File: src/rtl/ascii_hex_parser_if.sv
// Character stream in, parsed hex value and status out.
interface ascii_hex_parser_if #(
    parameter int unsigned NumDigits = 2
) ();
    localparam int unsigned NumBits = 4 * NumDigits;

    logic               clear;
    logic               char_valid;
    logic [7:0]         char;
    logic [NumBits-1:0] value;
    logic               value_valid;
    logic               error;
    logic               busy;

    // Character source side
    modport master (
        output clear,
        output char_valid,
        output char,
        input  value,
        input  value_valid,
        input  error,
        input  busy
    );

    // Parser side
    modport slave (
        input  clear,
        input  char_valid,
        input  char,
        output value,
        output value_valid,
        output error,
        output busy
    );
endinterface

File: src/rtl/ascii_hex_parser.sv
// ASCII hex characters in, one per clock, MSD first; NumDigits-nibble value out
// with a one-cycle completion strobe and a one-cycle error strobe on non-hex input.
module ascii_hex_parser #(
    parameter int unsigned NumDigits = 2
) (
    input  logic                clk,
    input  logic                reset,
    ascii_hex_parser_if.slave   bus
);
    localparam int unsigned NumBits = 4 * NumDigits;
    localparam int unsigned CntW    = (NumDigits > 1) ? $clog2(NumDigits) : 1;
    localparam logic [CntW-1:0] LastCnt = CntW'(NumDigits - 1);

    typedef enum logic {
        IDLE,
        ACCUM
    } state_e;

    state_e             state_q, state_d;
    logic [CntW-1:0]    cnt_q, cnt_d;
    logic [NumBits-1:0] acc_q, acc_d;
    logic [NumBits-1:0] value_q, value_d;
    logic               value_valid_q, value_valid_d;
    logic               error_q, error_d;

    logic               hex_ok_c;
    logic [3:0]         nibble_c;
    logic [NumBits-1:0] acc_shift_c;

    // Hex character decode
    always_comb begin
        hex_ok_c = 1'b0;
        nibble_c = 4'h0;
        if (bus.char >= 8'h30 && bus.char <= 8'h39) begin
            hex_ok_c = 1'b1;
            nibble_c = bus.char[3:0];
        end else if ((bus.char >= 8'h41 && bus.char <= 8'h46) ||
                     (bus.char >= 8'h61 && bus.char <= 8'h66)) begin
            hex_ok_c = 1'b1;
            nibble_c = bus.char[3:0] + 4'd9;
        end
    end

    // Shift the new nibble in at the bottom; the cast drops the oldest nibble
    // and degenerates to just the nibble when NumDigits is 1.
    assign acc_shift_c = NumBits'({acc_q, nibble_c});

    // Next-state and datapath update, in priority order clear > invalid > digit
    always_comb begin
        state_d       = state_q;
        cnt_d         = cnt_q;
        acc_d         = acc_q;
        value_d       = value_q;
        value_valid_d = 1'b0;
        error_d       = 1'b0;

        if (bus.clear) begin
            state_d = IDLE;
            cnt_d   = '0;
            acc_d   = '0;
        end else if (bus.char_valid) begin
            if (!hex_ok_c) begin
                error_d = 1'b1;
                state_d = IDLE;
                cnt_d   = '0;
                acc_d   = '0;
            end else if (cnt_q == LastCnt) begin
                value_d       = acc_shift_c;
                value_valid_d = 1'b1;
                state_d       = IDLE;
                cnt_d         = '0;
                acc_d         = '0;
            end else begin
                acc_d   = acc_shift_c;
                cnt_d   = cnt_q + CntW'(1);
                state_d = ACCUM;
            end
        end
    end

    // State, accumulator and output registers
    always_ff @(posedge clk or posedge reset) begin
        if (reset) begin
            state_q       <= IDLE;
            cnt_q         <= '0;
            acc_q         <= '0;
            value_q       <= '0;
            value_valid_q <= 1'b0;
            error_q       <= 1'b0;
        end else begin
            state_q       <= state_d;
            cnt_q         <= cnt_d;
            acc_q         <= acc_d;
            value_q       <= value_d;
            value_valid_q <= value_valid_d;
            error_q       <= error_d;
        end
    end

    assign bus.value       = value_q;
    assign bus.value_valid = value_valid_q;
    assign bus.error       = error_q;
    assign bus.busy        = (state_q == ACCUM);
endmodule

File: src/flat_wrapper.sv
// flat-port wrapper written by rule: the top's interface ports become plain ports
module ascii_hex_parser_flat 
#(
    parameter int unsigned NumDigits = 2
)
  (clk, reset, bus_clear, bus_char_valid, bus_char, bus_value, bus_value_valid, bus_error, bus_busy);
  ascii_hex_parser_if #(.NumDigits(NumDigits)) bus_i ();
  input  logic clk;
  input  logic reset;
  input wire logic [$bits(bus_i.clear)-1:0] bus_clear;
  input wire logic [$bits(bus_i.char_valid)-1:0] bus_char_valid;
  input wire logic [$bits(bus_i.char)-1:0] bus_char;
  output wire logic [$bits(bus_i.value)-1:0] bus_value;
  output wire logic [$bits(bus_i.value_valid)-1:0] bus_value_valid;
  output wire logic [$bits(bus_i.error)-1:0] bus_error;
  output wire logic [$bits(bus_i.busy)-1:0] bus_busy;
  assign bus_i.clear = bus_clear;
  assign bus_i.char_valid = bus_char_valid;
  assign bus_i.char = bus_char;
  assign bus_value = bus_i.value;
  assign bus_value_valid = bus_i.value_valid;
  assign bus_error = bus_i.error;
  assign bus_busy = bus_i.busy;
  ascii_hex_parser #(.NumDigits(NumDigits)) u_core (.clk(clk), .reset(reset), .bus(bus_i));
endmodule
File: config.mk
export PLATFORM = sky130hd
export DESIGN_NAME = ascii_hex_parser_flat
export DESIGN_NICKNAME = d
export VERILOG_FILES = /design/src/rtl/ascii_hex_parser_if.sv /design/src/rtl/ascii_hex_parser.sv /design/src/flat_wrapper.sv
export SDC_FILE = /design/constraint.sdc
export NUM_CORES = 1
export LEC_CHECK = 0
export CAP_MARGIN = 25
export CELL_PAD_IN_SITES_DETAIL_PLACEMENT = 1
export CELL_PAD_IN_SITES_GLOBAL_PLACEMENT = 1
export CORE_MARGIN = 3
export CORE_UTILIZATION = 35
export CTS_CLUSTER_SIZE = 10
export DETAILED_ROUTE_END_ITERATION = 16
export PLACE_DENSITY_LB_ADDON = 0.1
export RECOVER_POWER = 25
export SLEW_MARGIN = 20
export SYNTH_ARGS = -nofsm -noshare
export SYNTH_HDL_FRONTEND = slang
export SYNTH_SLANG_ARGS = --single-unit
File: constraint.sdc
create_clock -name clk -period 1.4 [get_ports clk]
set_input_delay 0.14 -clock clk [delete_from_list [all_inputs] [get_ports clk]]
set_output_delay 0.14 -clock clk [all_outputs]
set_load 0.1 [all_outputs]
# After elaboration in Yosys (flattened, before gate mapping)
# Index checks and enable logic that the tools add are counted.
dict set report classes {
  n_addsub 2
  n_mul 0
  div_mod_pow 0
  n_lt_le_gt_ge 6
  n_eq_ne 0
  shift 0
  n_mux 23
  bitwise 1
  n_reduce_logical 6
}
# cell n
set op_table {}
lappend op_table {{$mux 4} 6}
lappend op_table {{$mux 1} 17}
lappend op_table {{$ge 8x7->1 const B} 2}
lappend op_table {{$le 8x7->1 const B} 2}
lappend op_table {{$ge 8x6->1 const B} 1}
lappend op_table {{$le 8x6->1 const B} 1}
lappend op_table {{$add 4x4->4 const B} 1}
lappend op_table {{$reduce_and 4->1} 1}
lappend op_table {{$logic_and 1x1->1} 3}
lappend op_table {{$reduce_bool 2->1} 1}
lappend op_table {{$add 1x1->1 const B} 1}
lappend op_table {{$logic_or 1x1->1} 1}
lappend op_table {{$not 1->1} 1}
dict set report totals {
  ff_bits 16
  latchBits 0
  ramBits 0
  rom_bits 0
  in_bits 12
  out_inout_bits 11
  word_cells 44
  mem_count 0
}

# Longest topological paths before layout
dict set report logic_depth {
  word_depth 9
  depth_mapped 6
  depth_no_buf 6
}

# Worst setup path before layout
# No wires, ideal clock.
dict set report synth_timing {
  path_type {reg-to-reg}
  start {register u_core.cnt_q}
  end {register u_core.value_q[2], in the netlist u_core.bus.value[2]}
  t_arrival_ns 1.741
  setup_slack_ns -0.466
  stages_incl_launch_ff 4
  n_path_buf 0
  period_less_slack_ns 1.866
  path_cell_list {dfrtp_1 -> and3b_1 -> o21ai_4 -> mux2_4}
}
dict set report synth_between {
  elab_chain_len 1
}
# element line
set synth_rtl {}
lappend synth_rtl {{start, declared} ascii_hex_parser.sv:20} ;# logic [CntW-1:0] cnt_q, cnt_d;
lappend synth_rtl {{start signal, assigned} ascii_hex_parser.sv:92} ;# cnt_q <= cnt_d;
lappend synth_rtl {{$reduce_and 4->1 (no source line)} n/a}
lappend synth_rtl {{end signal, assigned} ascii_hex_parser.sv:94} ;# value_q <= value_d;
lappend synth_rtl {{end, declared} ascii_hex_parser.sv:22} ;# logic [NumBits-1:0] value_q, value_d;
# No other way between the ends.
# A chain may end at the register's enable or synchronous reset.

# Final worst setup path
dict set report layout_timing {
  start {input port bus_char[3]}
  end {register u_core.value_q[2], in the netlist u_core.bus.value[2]}
}
dict set report layout_between {
  elab_chain_len 6
  word_cells_on_any_way 15
  classes_between {order compare (6); mux (4); reduce/logical (5)}
}
# element line
set layout_rtl {}
lappend layout_rtl {{start, declared} flat_wrapper.sv:12} ;# input wire logic [$bits(bus_i.char)-1:0] bus_char;
lappend layout_rtl {{$ge 8x7->1 (tied with other cells)} ascii_hex_parser.sv:37} ;# end else if ((bus.char >= 8'h41 && bus.char <= 8'h46) ||
lappend layout_rtl {{$logic_and 1x1->1, on equally long branches} {ascii_hex_parser.sv:37, ascii_hex_parser.sv:38}}
lappend layout_rtl {{$logic_or 1x1->1} ascii_hex_parser.sv:37}
lappend layout_rtl {{$mux 1} ascii_hex_parser.sv:37}
lappend layout_rtl {{$mux 1} ascii_hex_parser.sv:34} ;# if (bus.char >= 8'h30 && bus.char <= 8'h39) begin
lappend layout_rtl {{$reduce_and 4->1 (no source line)} n/a}
# Parallel ways exist; a longest one is shown, timed or not.

==> metrics.csv <==
metric,value,unit
status,"complete, but fails checks",
violations,negative setup slack,
routed_wl,2470,um
timing.final.ws_setup,-0.0192,ns
ys_async_sr_fraction,1.00,
top_level_ports,23,
mostFrequentLayoutCell,buf_4,
grt-ovfl-total,0,
postSynthCellCount,76,
grt_usage,0.166,
critical_path_class,in2reg,
cts_made_buffers,3,
clkTransAtPathRegs,0.08,ns
slew_violations,0,
min_period_over_period,1.01,
clock_path_buffers,2,
grt_pass1_wl,3510,um
powerDensity,627,nW/um2
antennaDiodeCount,0,
placed_cell_area,1310,um2
worstSkewPairLatency,0.28,ns
viasPerCell,5.08,
wire_per_inst,16.5,um
p_leak,0.000698,uW
initial_utilization,0.374,
swShare,0.283,
synth_edf_count,0,
antenna_found_initial,0,
ys_ff_latch,15,
fin_crit,1.42,ns
vdd_ir_drop_max,324,uV
crit_arrival,1.59,ns
syn-num-nets,91,
drive_above_1_share,0.500,
grt_max_degree,16,
hold_viol,0,
rsz0062_at_grt,yes,
worst_pin_slew,0.793,ns
post-place-ws,-0.709,ns
yosysWarnings,0,
num_rows,17,
vias,762,
io_buffers,22,
place_hpwl,1750,um
hold_ws,0.372,ns
pwr-share-comb,0.232,
yosysUniqueCellTypes,31,
core-area,2230,um2
gp_congestion,0.832,
final_nets,138,
die-height,54.9,um
cts-hold-fix-buffers,0,
cp_max_fo,4,
htreeDepth,1,
p_switching,254,uW
fill_cells,243,
ys.flop_type,dfrtp_1,
avgSynthCellArea,11.0,um2
grt_pass1_vias,791,
utilization,0.640,
syn2layout_area_growth,71.1,%
power_frac_clock,0.273,
root_buffer,clkbuf_4,
cts_tree,done,
postRouteAntennaNets,0,
share_seq_of_total_power,0.496,
syn_area,836,um2
die_area,3010,um2
clock-skew-final,0.00342,ns
maxCapViolCount,0,
first_iter_violations,9,
endpoint_kind,flop,
dieWidth,54.9,um
worstHoldPathType,in2reg,
setup_violations,5,
internal_power,643,uW
route.detailed.drc,0,
slew_headroom,0.472,
design_area,1430,um2
final_cell_mix,"17 x buf_4, 14 x dfrtp_1, 11 x buf_12",
ys_seq_area_frac,0.449,
drt_first_pass_iters,4,
cts.sinks,15,
fmax,705,MHz
cp-start-kind,primary input,
required,1.57,ns
-- synthesized netlist by cell type (2+ instances only) --
cell / count / area [um2]
o21ai_1: 3 / 15.0
inv_1: 5 / 18.8
nand2b_1: 2 / 12.5
ha_1: 3 / 37.5
dfrtp_1: 15 / 375
nand2_1: 7 / 26.3
mux2_4: 5 / 75.1
o21ai_0: 2 / 10.0
nor3_1: 3 / 15.0
o2bb2ai_1: 2 / 17.5
a21oi_1: 3 / 15.0
nor2_1: 5 / 18.8
mux2i_1: 3 / 30.0
-- registers in the layout, summed over array words and instances (netlist names) --
name,cells
u_core.acc_q,4
u_core.bus.value_valid,1
u_core.bus.error,1
u_core.bus.value,8
u_core.cnt_q,1
-- final timing paths --
path | start | end | slack [ns] | depth (start not counted)
hold reg to reg | u_core.acc_q[3] | u_core.bus.value[7] | 0.52 | 1
setup / recovery | bus_char[3] | u_core.bus.value[2] | -0.02 | 6
setup reg to reg | u_core.cnt_q | u_core.bus.value[2] | 0.05 | 4
max in group asynchronous | reset | u_core.cnt_q | 0.32 | 3
min in group asynchronous | reset | u_core.bus.value[6] | 0.51 | 3
hold / removal | bus_char[1] | u_core.acc_q[1] | 0.37 | 4
-- power by group through the flow --
| stage | Sequential [uW] | Combinational [uW] | Clock [uW] |
|---|---|---|---|
| global route | 445 | 224 | 269 |
| floorplan | 485 | 58.3 | 0 |
| CTS | 445 | 194 | 251 |
| global placement | 453 | 187 | 0 |
| finish | 445 | 208 | 245 |
| detailed placement | 453 | 193 | 0 |
-- final cells by class --
class                           count  area (um2)  share of cell area
Tap cell                           28        35.0              0.0245
Timing Repair Buffer               43         477               0.333
Sequential cell                    15         379               0.265
Clock buffer                        4        26.3              0.0184
Inverter                            6        22.5              0.0157
Multi-Input combinational cell     54         490               0.343
-- layer usage --
metal	up-vias	share of wire	wire [um]	track usage
met5	-	0	0	0
met4	0	0.0041	10	0.0705
met3	2	0.037	91	0.0218
met2	19	0.55	1360	0.297
met1	379	0.41	1000	0.194
li1	362	-	-	-
-- critical path: stages --
cell      delay, ns
buf_6          0.09
or4b_4         0.56
a311oi_4       0.28
o21ai_4        0.09
buf_6          0.14
mux2_4         0.29
-- per-stage QoR --
step	total power (uW)	cells	TNS, ns
6_report	897	150	-0.0672
5_1_grt	939	150	-0.178
4_1_cts	890	146	-0.601
3_5_place_dp	647	139	-9.62
3_3_place_gp	640	139	-8.30
2_1_floorplan	543	76	-1.01
-- cells by family after synthesis --
kind of cell	after synthesis	synth area share
compound gates	18	0.180
fa+ha+maj	3	0.0449
buf+inv	7	0.0314
flops	15	0.449
mux	8	0.126
simple gates	25	0.169
-- timing repair --
action,4_1_cts,5_1_grt
endpoints found under the setup margin,15,13
pin swaps,5,7
gates resized for setup,27,11
setup buffers,3,4
No activity file was read; power rests on OpenSTA's default activity.
